[config.mk]
export PLATFORM = sky130hd
export DESIGN_NAME = eep_sync_ctrl_flat
export DESIGN_NICKNAME = d
export VERILOG_FILES = /design/src/rtl/eep_sync_ctrl_if.sv /design/src/rtl/eep_sync_ctrl.sv /design/src/flat_wrapper.sv
export SDC_FILE = /design/constraint.sdc
export NUM_CORES = 1
export LEC_CHECK = 0
export CORE_MARGIN = 3
export CORE_UTILIZATION = 40
export DETAILED_ROUTE_END_ITERATION = 6
export HOLD_SLACK_MARGIN = 0.05
export PLACE_DENSITY = 0.7
export REMOVE_ABC_BUFFERS = 1
export SLEW_MARGIN = 30
export SYNTH_ARGS = -nofsm -noshare
export SYNTH_HDL_FRONTEND = slang
export SYNTH_SLANG_ARGS = --single-unit
[constraint.sdc]
create_clock -name clk -period 2.5 [get_ports clk]
set_input_delay 0.75 -clock clk [delete_from_list [all_inputs] [get_ports clk]]
set_output_delay 0.75 -clock clk [all_outputs]
set_load 0.01 [all_outputs]
[src/rtl/eep_sync_ctrl_if.sv]
// eep_sync_ctrl_if
//   Bundles the two ports owned by the EEPROM sync sequencer: the EEPROM
//   external load/store port and the byte-wide backing-store request bus.
//   master: the sequencer (drives strobes, addresses, write data)
//   slave : the EEPROM core plus backing-store controller
//   Parameter ADDR_W: backing-store address width.
interface eep_sync_ctrl_if #(
    parameter int ADDR_W = 10
);
    logic [16:0]       ext_load_read_eep_addr;
    logic [7:0]        ext_eep_data_in;
    logic              ext_eep_data_wr;
    logic [7:0]        ext_eep_data_out;
    logic              ext_eep_data_rd;
    logic              ext_eep_data_en;
    logic              bs_req;
    logic              bs_we;
    logic [ADDR_W-1:0] bs_addr;
    logic [7:0]        bs_wdata;
    logic [7:0]        bs_rdata;
    logic              bs_ack;

    modport master (
        output ext_load_read_eep_addr, ext_eep_data_in, ext_eep_data_wr,
        output ext_eep_data_rd, ext_eep_data_en,
        output bs_req, bs_we, bs_addr, bs_wdata,
        input  ext_eep_data_out, bs_rdata, bs_ack
    );

    modport slave (
        input  ext_load_read_eep_addr, ext_eep_data_in, ext_eep_data_wr,
        input  ext_eep_data_rd, ext_eep_data_en,
        input  bs_req, bs_we, bs_addr, bs_wdata,
        output ext_eep_data_out, bs_rdata, bs_ack
    );
endinterface

[src/rtl/eep_sync_ctrl.sv]
// eep_sync_ctrl
//   Mirrors the ATmega32U4 EEPROM to and from a byte-wide backing store.
//   Loads the store into EEPROM on load_req (or after reset when the
//   EEP_SYNC_AUTOLOAD_EN macro is defined) and writes EEPROM back to the
//   store once content_modifyed has been quiet for HOLDOFF cycles.
//
//   state | meaning
//   IDLE  | waiting for a pending load or a matured dirty flag
//   L_RD  | backing-store read request for byte idx
//   L_WR  | EEPROM write strobe with the byte just read
//   S_RD  | EEPROM read strobe for byte idx
//   S_CAP | capture EEPROM read data
//   S_WR  | backing-store write request for byte idx
//   FIN   | one-cycle done pulse, then back to IDLE
//
//   Ports:
//     clk, rst          core clock, synchronous active-high reset
//     load_req          single-cycle load request
//     content_modifyed  EEPROM dirty flag from the core
//     bus               EEPROM port + backing-store bus (master side)
//     busy              high outside IDLE
//     load_done         one-cycle pulse at end of a load
//     save_done         one-cycle pulse at end of a save
module eep_sync_ctrl #(
    parameter int EEP_SIZE = 1024,
    parameter int ADDR_W   = 10,
    parameter int HOLDOFF  = 16000
) (
    input  logic             clk,
    input  logic             rst,
    input  logic             load_req,
    input  logic             content_modifyed,
    eep_sync_ctrl_if.master  bus,
    output logic             busy,
    output logic             load_done,
    output logic             save_done
);

`ifdef EEP_SYNC_AUTOLOAD_EN
    localparam logic AUTOLOAD = 1'b1;
`else
    localparam logic AUTOLOAD = 1'b0;
`endif

    localparam int                HOLD_W   = $clog2(HOLDOFF + 1);
    localparam logic [ADDR_W-1:0] LAST_IDX = ADDR_W'(EEP_SIZE - 1);
    localparam logic [HOLD_W-1:0] HOLD_MAX = HOLD_W'(HOLDOFF);

    typedef enum logic [2:0] {
        IDLE, L_RD, L_WR, S_RD, S_CAP, S_WR, FIN
    } state_t;

    state_t            state, state_nxt;
    logic [ADDR_W-1:0] idx;
    logic [HOLD_W-1:0] hold;
    logic              dirty;
    logic              load_pend;
    logic              xfer_is_load;
    logic [7:0]        eep_byte;
    logic [7:0]        wdata_q;

    logic start_load, start_save, idx_inc, cap_rd, cap_wr;
    logic req_c, we_c, wr_c, rd_c, ld_done_c, sv_done_c;
    logic cm_eff;

    always_ff @(posedge clk) begin
        if (rst) state <= IDLE;
        else     state <= state_nxt;
    end

    always_comb begin
        state_nxt  = state;
        start_load = 1'b0;
        start_save = 1'b0;
        idx_inc    = 1'b0;
        cap_rd     = 1'b0;
        cap_wr     = 1'b0;
        req_c      = 1'b0;
        we_c       = 1'b0;
        wr_c       = 1'b0;
        rd_c       = 1'b0;
        ld_done_c  = 1'b0;
        sv_done_c  = 1'b0;
        case (state)
            IDLE: begin
                if (load_pend) begin
                    start_load = 1'b1;
                    state_nxt  = L_RD;
                end else if (dirty && hold == '0) begin
                    start_save = 1'b1;
                    state_nxt  = S_RD;
                end
            end
            L_RD: begin
                req_c = 1'b1;
                if (bus.bs_ack) begin
                    cap_rd    = 1'b1;
                    state_nxt = L_WR;
                end
            end
            L_WR: begin
                wr_c = 1'b1;
                if (idx == LAST_IDX) begin
                    state_nxt = FIN;
                end else begin
                    idx_inc   = 1'b1;
                    state_nxt = L_RD;
                end
            end
            S_RD: begin
                rd_c      = 1'b1;
                state_nxt = S_CAP;
            end
            S_CAP: begin
                cap_wr    = 1'b1;
                state_nxt = S_WR;
            end
            S_WR: begin
                req_c = 1'b1;
                we_c  = 1'b1;
                if (bus.bs_ack) begin
                    if (idx == LAST_IDX) begin
                        state_nxt = FIN;
                    end else begin
                        idx_inc   = 1'b1;
                        state_nxt = S_RD;
                    end
                end
            end
            FIN: begin
                ld_done_c = xfer_is_load;
                sv_done_c = ~xfer_is_load;
                state_nxt = IDLE;
            end
            default: state_nxt = IDLE;
        endcase
    end

    // The load itself rewrites EEPROM, so the core's flag is not trusted then.
    assign cm_eff = content_modifyed && (state != L_RD) && (state != L_WR);

    always_ff @(posedge clk) begin
        if (rst) begin
            idx          <= '0;
            hold         <= '0;
            dirty        <= 1'b0;
            load_pend    <= AUTOLOAD;
            xfer_is_load <= 1'b0;
            eep_byte     <= '0;
            wdata_q      <= '0;
        end else begin
            // A new request wins over consumption so a load_req that lands
            // on the start cycle still queues one further load.
            if (load_req)        load_pend <= 1'b1;
            else if (start_load) load_pend <= 1'b0;

            if (start_load || start_save) idx <= '0;
            else if (idx_inc)             idx <= idx + 1'b1;

            if (start_load)      xfer_is_load <= 1'b1;
            else if (start_save) xfer_is_load <= 1'b0;

            if (cap_rd) eep_byte <= bus.bs_rdata;
            if (cap_wr) wdata_q  <= bus.ext_eep_data_out;

            if (cm_eff) begin
                dirty <= 1'b1;
                hold  <= HOLD_MAX;
            end else if (ld_done_c) begin
                dirty <= 1'b0;
                hold  <= '0;
            end else begin
                if (start_save)   dirty <= 1'b0;
                if (hold != '0)   hold  <= hold - 1'b1;
            end
        end
    end

    assign bus.ext_load_read_eep_addr = 17'(idx);
    assign bus.ext_eep_data_in        = eep_byte;
    assign bus.ext_eep_data_wr        = wr_c;
    assign bus.ext_eep_data_rd        = rd_c;
    assign bus.ext_eep_data_en        = (state != IDLE);
    assign bus.bs_req                 = req_c;
    assign bus.bs_we                  = we_c;
    assign bus.bs_addr                = idx;
    assign bus.bs_wdata               = wdata_q;
    assign busy                       = (state != IDLE);
    assign load_done                  = ld_done_c;
    assign save_done                  = sv_done_c;

endmodule

[src/flat_wrapper.sv]
// flat-port wrapper written by rule: the top's interface ports become plain ports
module eep_sync_ctrl_flat 
#(
    parameter int EEP_SIZE = 1024,
    parameter int ADDR_W   = 10,
    parameter int HOLDOFF  = 16000
)
  (clk, rst, load_req, content_modifyed, busy, load_done, save_done, bus_ext_load_read_eep_addr, bus_ext_eep_data_in, bus_ext_eep_data_wr, bus_ext_eep_data_rd, bus_ext_eep_data_en, bus_bs_req, bus_bs_we, bus_bs_addr, bus_bs_wdata, bus_ext_eep_data_out, bus_bs_rdata, bus_bs_ack);
  eep_sync_ctrl_if #(.ADDR_W(ADDR_W)) bus_i ();
  input  logic clk;
  input  logic rst;
  input  logic load_req;
  input  logic content_modifyed;
  output logic busy;
  output logic load_done;
  output logic save_done;
  output wire logic [$bits(bus_i.ext_load_read_eep_addr)-1:0] bus_ext_load_read_eep_addr;
  output wire logic [$bits(bus_i.ext_eep_data_in)-1:0] bus_ext_eep_data_in;
  output wire logic [$bits(bus_i.ext_eep_data_wr)-1:0] bus_ext_eep_data_wr;
  output wire logic [$bits(bus_i.ext_eep_data_rd)-1:0] bus_ext_eep_data_rd;
  output wire logic [$bits(bus_i.ext_eep_data_en)-1:0] bus_ext_eep_data_en;
  output wire logic [$bits(bus_i.bs_req)-1:0] bus_bs_req;
  output wire logic [$bits(bus_i.bs_we)-1:0] bus_bs_we;
  output wire logic [$bits(bus_i.bs_addr)-1:0] bus_bs_addr;
  output wire logic [$bits(bus_i.bs_wdata)-1:0] bus_bs_wdata;
  input wire logic [$bits(bus_i.ext_eep_data_out)-1:0] bus_ext_eep_data_out;
  input wire logic [$bits(bus_i.bs_rdata)-1:0] bus_bs_rdata;
  input wire logic [$bits(bus_i.bs_ack)-1:0] bus_bs_ack;
  assign bus_ext_load_read_eep_addr = bus_i.ext_load_read_eep_addr;
  assign bus_ext_eep_data_in = bus_i.ext_eep_data_in;
  assign bus_ext_eep_data_wr = bus_i.ext_eep_data_wr;
  assign bus_ext_eep_data_rd = bus_i.ext_eep_data_rd;
  assign bus_ext_eep_data_en = bus_i.ext_eep_data_en;
  assign bus_bs_req = bus_i.bs_req;
  assign bus_bs_we = bus_i.bs_we;
  assign bus_bs_addr = bus_i.bs_addr;
  assign bus_bs_wdata = bus_i.bs_wdata;
  assign bus_i.ext_eep_data_out = bus_ext_eep_data_out;
  assign bus_i.bs_rdata = bus_bs_rdata;
  assign bus_i.bs_ack = bus_bs_ack;
  eep_sync_ctrl #(.EEP_SIZE(EEP_SIZE), .ADDR_W(ADDR_W), .HOLDOFF(HOLDOFF)) u_core (.clk(clk), .rst(rst), .load_req(load_req), .content_modifyed(content_modifyed), .bus(bus_i), .busy(busy), .load_done(load_done), .save_done(save_done));
endmodule
# ---- Word-level counts from Yosys, hierarchy flattened
# Cells that the tools add are included.
dict set report op_classes {
  reduce_logical 16
  muxes 33
  addsub 2
  n_eq_ne 12
  bitwise 1
}
# cell count
set ops {}
lappend ops {{14-bit two-way mux} 3}
lappend ops {{1-bit two-way mux} 22}
lappend ops {{3-bit two-way mux} 6}
lappend ops {{3-bit case mux with 6 select lines} 1}
lappend ops {{14-bit zero test} 1}
lappend ops {{14-bit nonzero test} 1}
lappend ops {{14-bit by 1-bit subtractor with 14-bit output, second input constant} 1}
lappend ops {{10-bit by 1-bit adder with 10-bit output, second input constant} 1}
lappend ops {{10-bit equality test, second input constant} 1}
lappend ops {{3-bit equality test, second input constant} 3}
lappend ops {{3-bit nonzero test} 3}
lappend ops {{3-bit by 2-bit equality test with 1-bit output, second input constant} 2}
lappend ops {{3-bit by 1-bit inequality test with 1-bit output, second input constant} 2}
lappend ops {{2-bit inequality test, second input constant} 2}
lappend ops {{2-bit nonzero test} 2}
lappend ops {{2-bit OR reduction} 2}
lappend ops {{3-bit by 1-bit equality test with 1-bit output, second input constant} 1}
lappend ops {{1-bit logical AND} 3}
lappend ops {{3-bit zero test} 1}
lappend ops {{3-bit by 2-bit inequality test with 1-bit output, second input constant} 1}
lappend ops {{3-bit AND reduction} 1}
lappend ops {{3-bit OR reduction} 1}
lappend ops {{1-bit case mux with 2 select lines} 1}
lappend ops {{1-bit logical OR} 1}
lappend ops {{1-bit NOT} 1}
dict set report totals {
  regBits 46
  inputBits 21
  wordCells 73
  out_inout_bits 51
}

# ---- Logic depth before layout (Yosys ltp)
dict set report logic_depth {
  ltp_word 8
  mapped_depth 7
  ltp_nobuf 6
}

# ---- Worst setup path after synthesis
# No wires, ideal clock.
dict set report synth_timing {
  path_type {flip-flop to flip-flop}
  start {register u_core.hold[0]}
  end {register u_core.hold[5]}
  slack_ps 615
  required_time_ps 2381
  path_buffers 1
  setup_ps 119
  period_less_slack_ps 1885
  arrival_ps 1766
  stages_incl_launch_ff 8
  cell_sequence {dfxtp_1 -> inv_1 -> ha_1 -> nor3b_1 -> and4_1 -> buf_2 -> or4b_2 -> mux2i_1}
}
dict set report synth_via {
  elab_chain_cells 1
  elab_cells_between_ends 2
  cone_classes {1 x add/sub; 1 x reduce/logical}
}
# element line
set synth_rtl {}
lappend synth_rtl {{start, declared} eep_sync_ctrl.sv:55} ;# logic [HOLD_W-1:0] hold;
lappend synth_rtl {{start signal, assigned} eep_sync_ctrl.sv:174} ;# if (hold != '0) hold <= hold - 1'b1;
lappend synth_rtl {{14-bit by 1-bit subtractor with 14-bit output or 14-bit nonzero test (tied branches)} eep_sync_ctrl.sv:174}
# Several ways; a longest one is shown, not always the timed one.
# A chain may end at the register's enable or synchronous reset.

# ---- Worst setup path after layout
dict set report layout_timing {
  start {register u_core.state[0]}
  end {output port bus_bs_we}
}
dict set report layout_via {
  elab_chain_cells 2
}
# element line
set layout_rtl {}
lappend layout_rtl {{start, declared} eep_sync_ctrl.sv:53} ;# state_t state, state_nxt;
lappend layout_rtl {{start signal, assigned} eep_sync_ctrl.sv:68} ;# else state <= state_nxt;
lappend layout_rtl {{3-bit equality test} eep_sync_ctrl.sv:84} ;# case (state)
lappend layout_rtl {{1-bit two-way mux} eep_sync_ctrl.sv:84}
lappend layout_rtl {{end, declared} flat_wrapper.sv:23} ;# output wire logic [$bits(bus_i.bs_we)-1:0] bus_bs_we;
# Every way passes these cells.

==> parameters.txt <==
Parameter                              Value

Outcome
  Outcome    finished clean

Timing
  Highest Clock Rate    417 MHz
  Hold violation total from the final report    0
  Accumulated negative setup slack    0 ns
  Clock Skew    0.0129 ns
  Relative max-transition margin    49.5%
  Shortest clock period the worst path allows after layout    2.40 ns
  Number of slew-limit violations in the final report    0
  Worst-margin pin slew    0.755 ns
  Setup repair after global routing missed its margin    false
  Final period util    95.9%
  Finish-stage setup viols    0

Floorplan
  DIE AREA    6820 sq um
  Die Span X    82.6 um
  Floorplan core area    5610 sq um
  DIE HEIGHT    82.6 um
  Site Rows    27
  Starting Density    41.8%
  Top-level I/O count    72

Synthesis
  Most used flip-flop cell after synthesis    dfxtp_1
  Cell area after technology mapping    2350 sq um
  Portion of the post-synthesis area used by sequential elements    39.3%
  Number of flops mapped to enable cells by yosys    0
  Proportion of synthesized flip-flops having asynchronous set or reset    0%
  Area share of the largest cell type after synthesis    39.3%
  Count of unique library cells instantiated by Yosys    53
  Synthesized instance count    266
  Total of flip-flops plus latches after synthesis    46
  Post-synthesis average cell area    8.82 sq um
  Largest area contributor in the synthesized netlist    dfxtp_1
  Largest cells by area after synthesis    dfxtp_1 39%, mux2i_1 8.1%, buf_4 5.8%, nor2_1 4.6%, a21oi_1 3.2%
  Count of synthesis-stage warnings from yosys    0

CTS
  CTS Buffer Depth    2
  Clock tree from TritonCTS    done
  Total clock buffers created by CTS    5
  Count of hold-fix buffers inserted at cts    0
  Root buffer cell    clkbuf_8
  Clk_lat worst skew    0.30 ns
  CTS HTree Levels    2
  Reg clk slew, reported paths    0.09 ns
  TritonCTS sink count    46
  Post-CTS Setup Inserts    0

Min path
  Path type of the worst min-delay path    register to register
  Hold Crit Depth    2
  Worst-case hold path end point    u_core.bus.bs_wdata[0]
  Min-delay src    u_core.bus.bs_wdata[0]

Finish
  Area added between synthesis and finish    31.4%
  Most common cell after layout, fill and taps aside    clkdlybuf4s50_1
  Final instance count without filler cells    397
  Sequential Area    927 sq um
  Fraction of layout instances using a drive strength above 1    11.1%
  Number of diodes added for antenna fixing    0
  Final-layout fill cell count    535
  Area of combinational cells with multiple inputs    1240 sq um
  Final nets    349
  Commonest cells after routing, fill and taps aside    64 x clkdlybuf4s50_1, 43 x dfxtp_1, 29 x nor2_1

Global routing
  Maximum number of pins on one net before global-route repair    17
  GRT Util Overall    15.6%
  Vias in the first global route    1,832
  Wire length of the first global-routing pass    8.34 mm
  Initial antenna violation count    0
  Sum of overflow across all layers after global routing    0

Critical path
  Worst setup slack for register-to-register paths    0.54 ns
  Launching element type of the critical path    register
  WS Path Type    register to primary output
  Crit path max-delay cell type    clkdlybuf4s50_1
  CP bufs+invs    2
  Worst endpoint data arrival time    1.65 ns
  CP Data Required Time    1.75 ns
  Critical register-to-register path endpoint    u_core.hold[5]
  Crit Path Max Fanout    12
  CP cell instances    nand2b_1, inv_1, and2_1, clkdlybuf4s50_1
  Worst reg2reg startpoint    u_core.hold[0]
  Crit-path max cell delay    0.55 ns
  Element type at the critical path end    primary output
  R2R depth    6
  CP top delay family    buffers and inverters

Drt
  1st-pass router iterations    4
  Number of remaining DRC errors    0
  Total wirelength of the detailed-routed design    5.30 mm
  Average wire per cell in the routed design    13.4 um
  Number of DRC markers in iteration 0    81
  Vias/cell    5.19
  Vias post-DR    2,060
  Remaining antenna violation count after routing    0

Place
  Number of placed cells counting well taps    390
  Global placer's final weighted congestion    0.794
  PortBufs    64
  Sum of net half-perimeters after detailed placement    3.92 mm

Power and ir drop
  Worst-case vdd ir drop    0.000440 V
  P_leak    1.09 nW
  Pwr Density    871 nW/um^2

Flow run
  Number of max-cap violations    0
-- what timing repair did --
action	in CTS	in global routing
resized for setup	3	2
setup endpoints to repair	4	2
cloned	0	0
endpoints found under the hold margin	0	0
-- cells in the mapped netlist (all sizes together) (3+ instances only) --
cell type and n:
a21oi 15, buf 25, clkbuf 4, dfxtp 46, ha 3, inv 7, mux2i 19, nand2 10
nand2b 4, nand3 10, nand3b 4, nand4 4, nor2 30, nor3 6, nor3b 4, nor4 4
o21ai 11, o31ai 10, or2 3, or3 6, or4 6, xnor2 4
-- metrics by stage --
stage                     utilization (%)  setup slack (ns)  power, mW  instance area [sq um]  hold slack [ns]
after detailed placement             53.3            0.0594       2.25                   2990            0.483
after global placement               53.3             0.153       2.22                   2990            0.471
after CTS                            54.8            0.0613       2.70                   3070            0.503
final                                55.0             0.103       2.69                   3080            0.495
after floorplan                         -             0.417       1.81                   2180            0.457
after global routing                 55.0           0.00181       2.89                   3080            0.525
-- routing by layer --
layer	vias to the layer above	track usage [%]	wire length, um
met5	-	0	0
met4	0	3.43	31
met3	4	7.81	459
li1	1053	-	-
met2	58	24.3	2400
met1	945	19.5	2410
-- sequential cells by signal, indices dropped and copies added, names as in the netlist --
signal	flops
u_core.load_pend	1
u_core.hold	14
u_core.bus.bs_addr	10
u_core.dirty	1
u_core.xfer_is_load	1
u_core.bus.ext_eep_data_in	8
u_core.state	3
u_core.bus.bs_wdata	8
-- power breakdown --
part	switching, mW	internal, mW
Sequential	0.171	0.890
Clock	0.251	0.188
Combinational	0.573	0.613
-- worst register-to-register path: cells and delay by family (launching register included) --
family | cells | cell delay (ns)
adders and majority gates | 1 | 0.20
and+or+nand+nor | 3 | 1.12
muxes | 1 | 0.14
DFF | 1 | 0.33
buffers and inverters | 1 | 0.07
-- how the worst max path moves through the flow --
stage	from	to	slack, ns	cells past startpoint
2_1_floorplan	bus_bs_ack	u_core.bus.ext_eep_data_in[0]	0.42	3
3_3_place_gp	bus_bs_ack	u_core.bus.bs_addr[5]	0.15	5
3_5_place_dp	bus_bs_ack	u_core.bus.bs_addr[1]	0.06	5
4_1_cts	u_core.state[2]	save_done	0.06	2
5_1_grt	u_core.state[0]	bus_bs_we	0.002	4
6_report	u_core.state[0]	bus_bs_we	0.10	4
-- logic make-up after synthesis --
logic type               after synthesis  share of synthesized area, %
flip-flops                            46                          39.3
XOR/XNOR                               6                          2.24
multiplexers                          19                          8.11
AND/OR/NAND/NOR                      105                          25.5
other                                  1                         0.160
AO/OA/AOI/OAI                         50                          13.9
adder cells (fa/ha/maj)                3                          1.60
buffers and inverters                 36                          9.23
-- cell type report --
cell class              instances  share of cell area (%)
multi-input cells             190                    40.1
flip-flops and latches         46                    30.1
repair buffers                 75                    23.5
well taps                      72                    2.92
clock buffers                   5                    2.23
inverters                       7                   0.852
clock inverters                 2                   0.325
(Power assumes the default switching activity.)
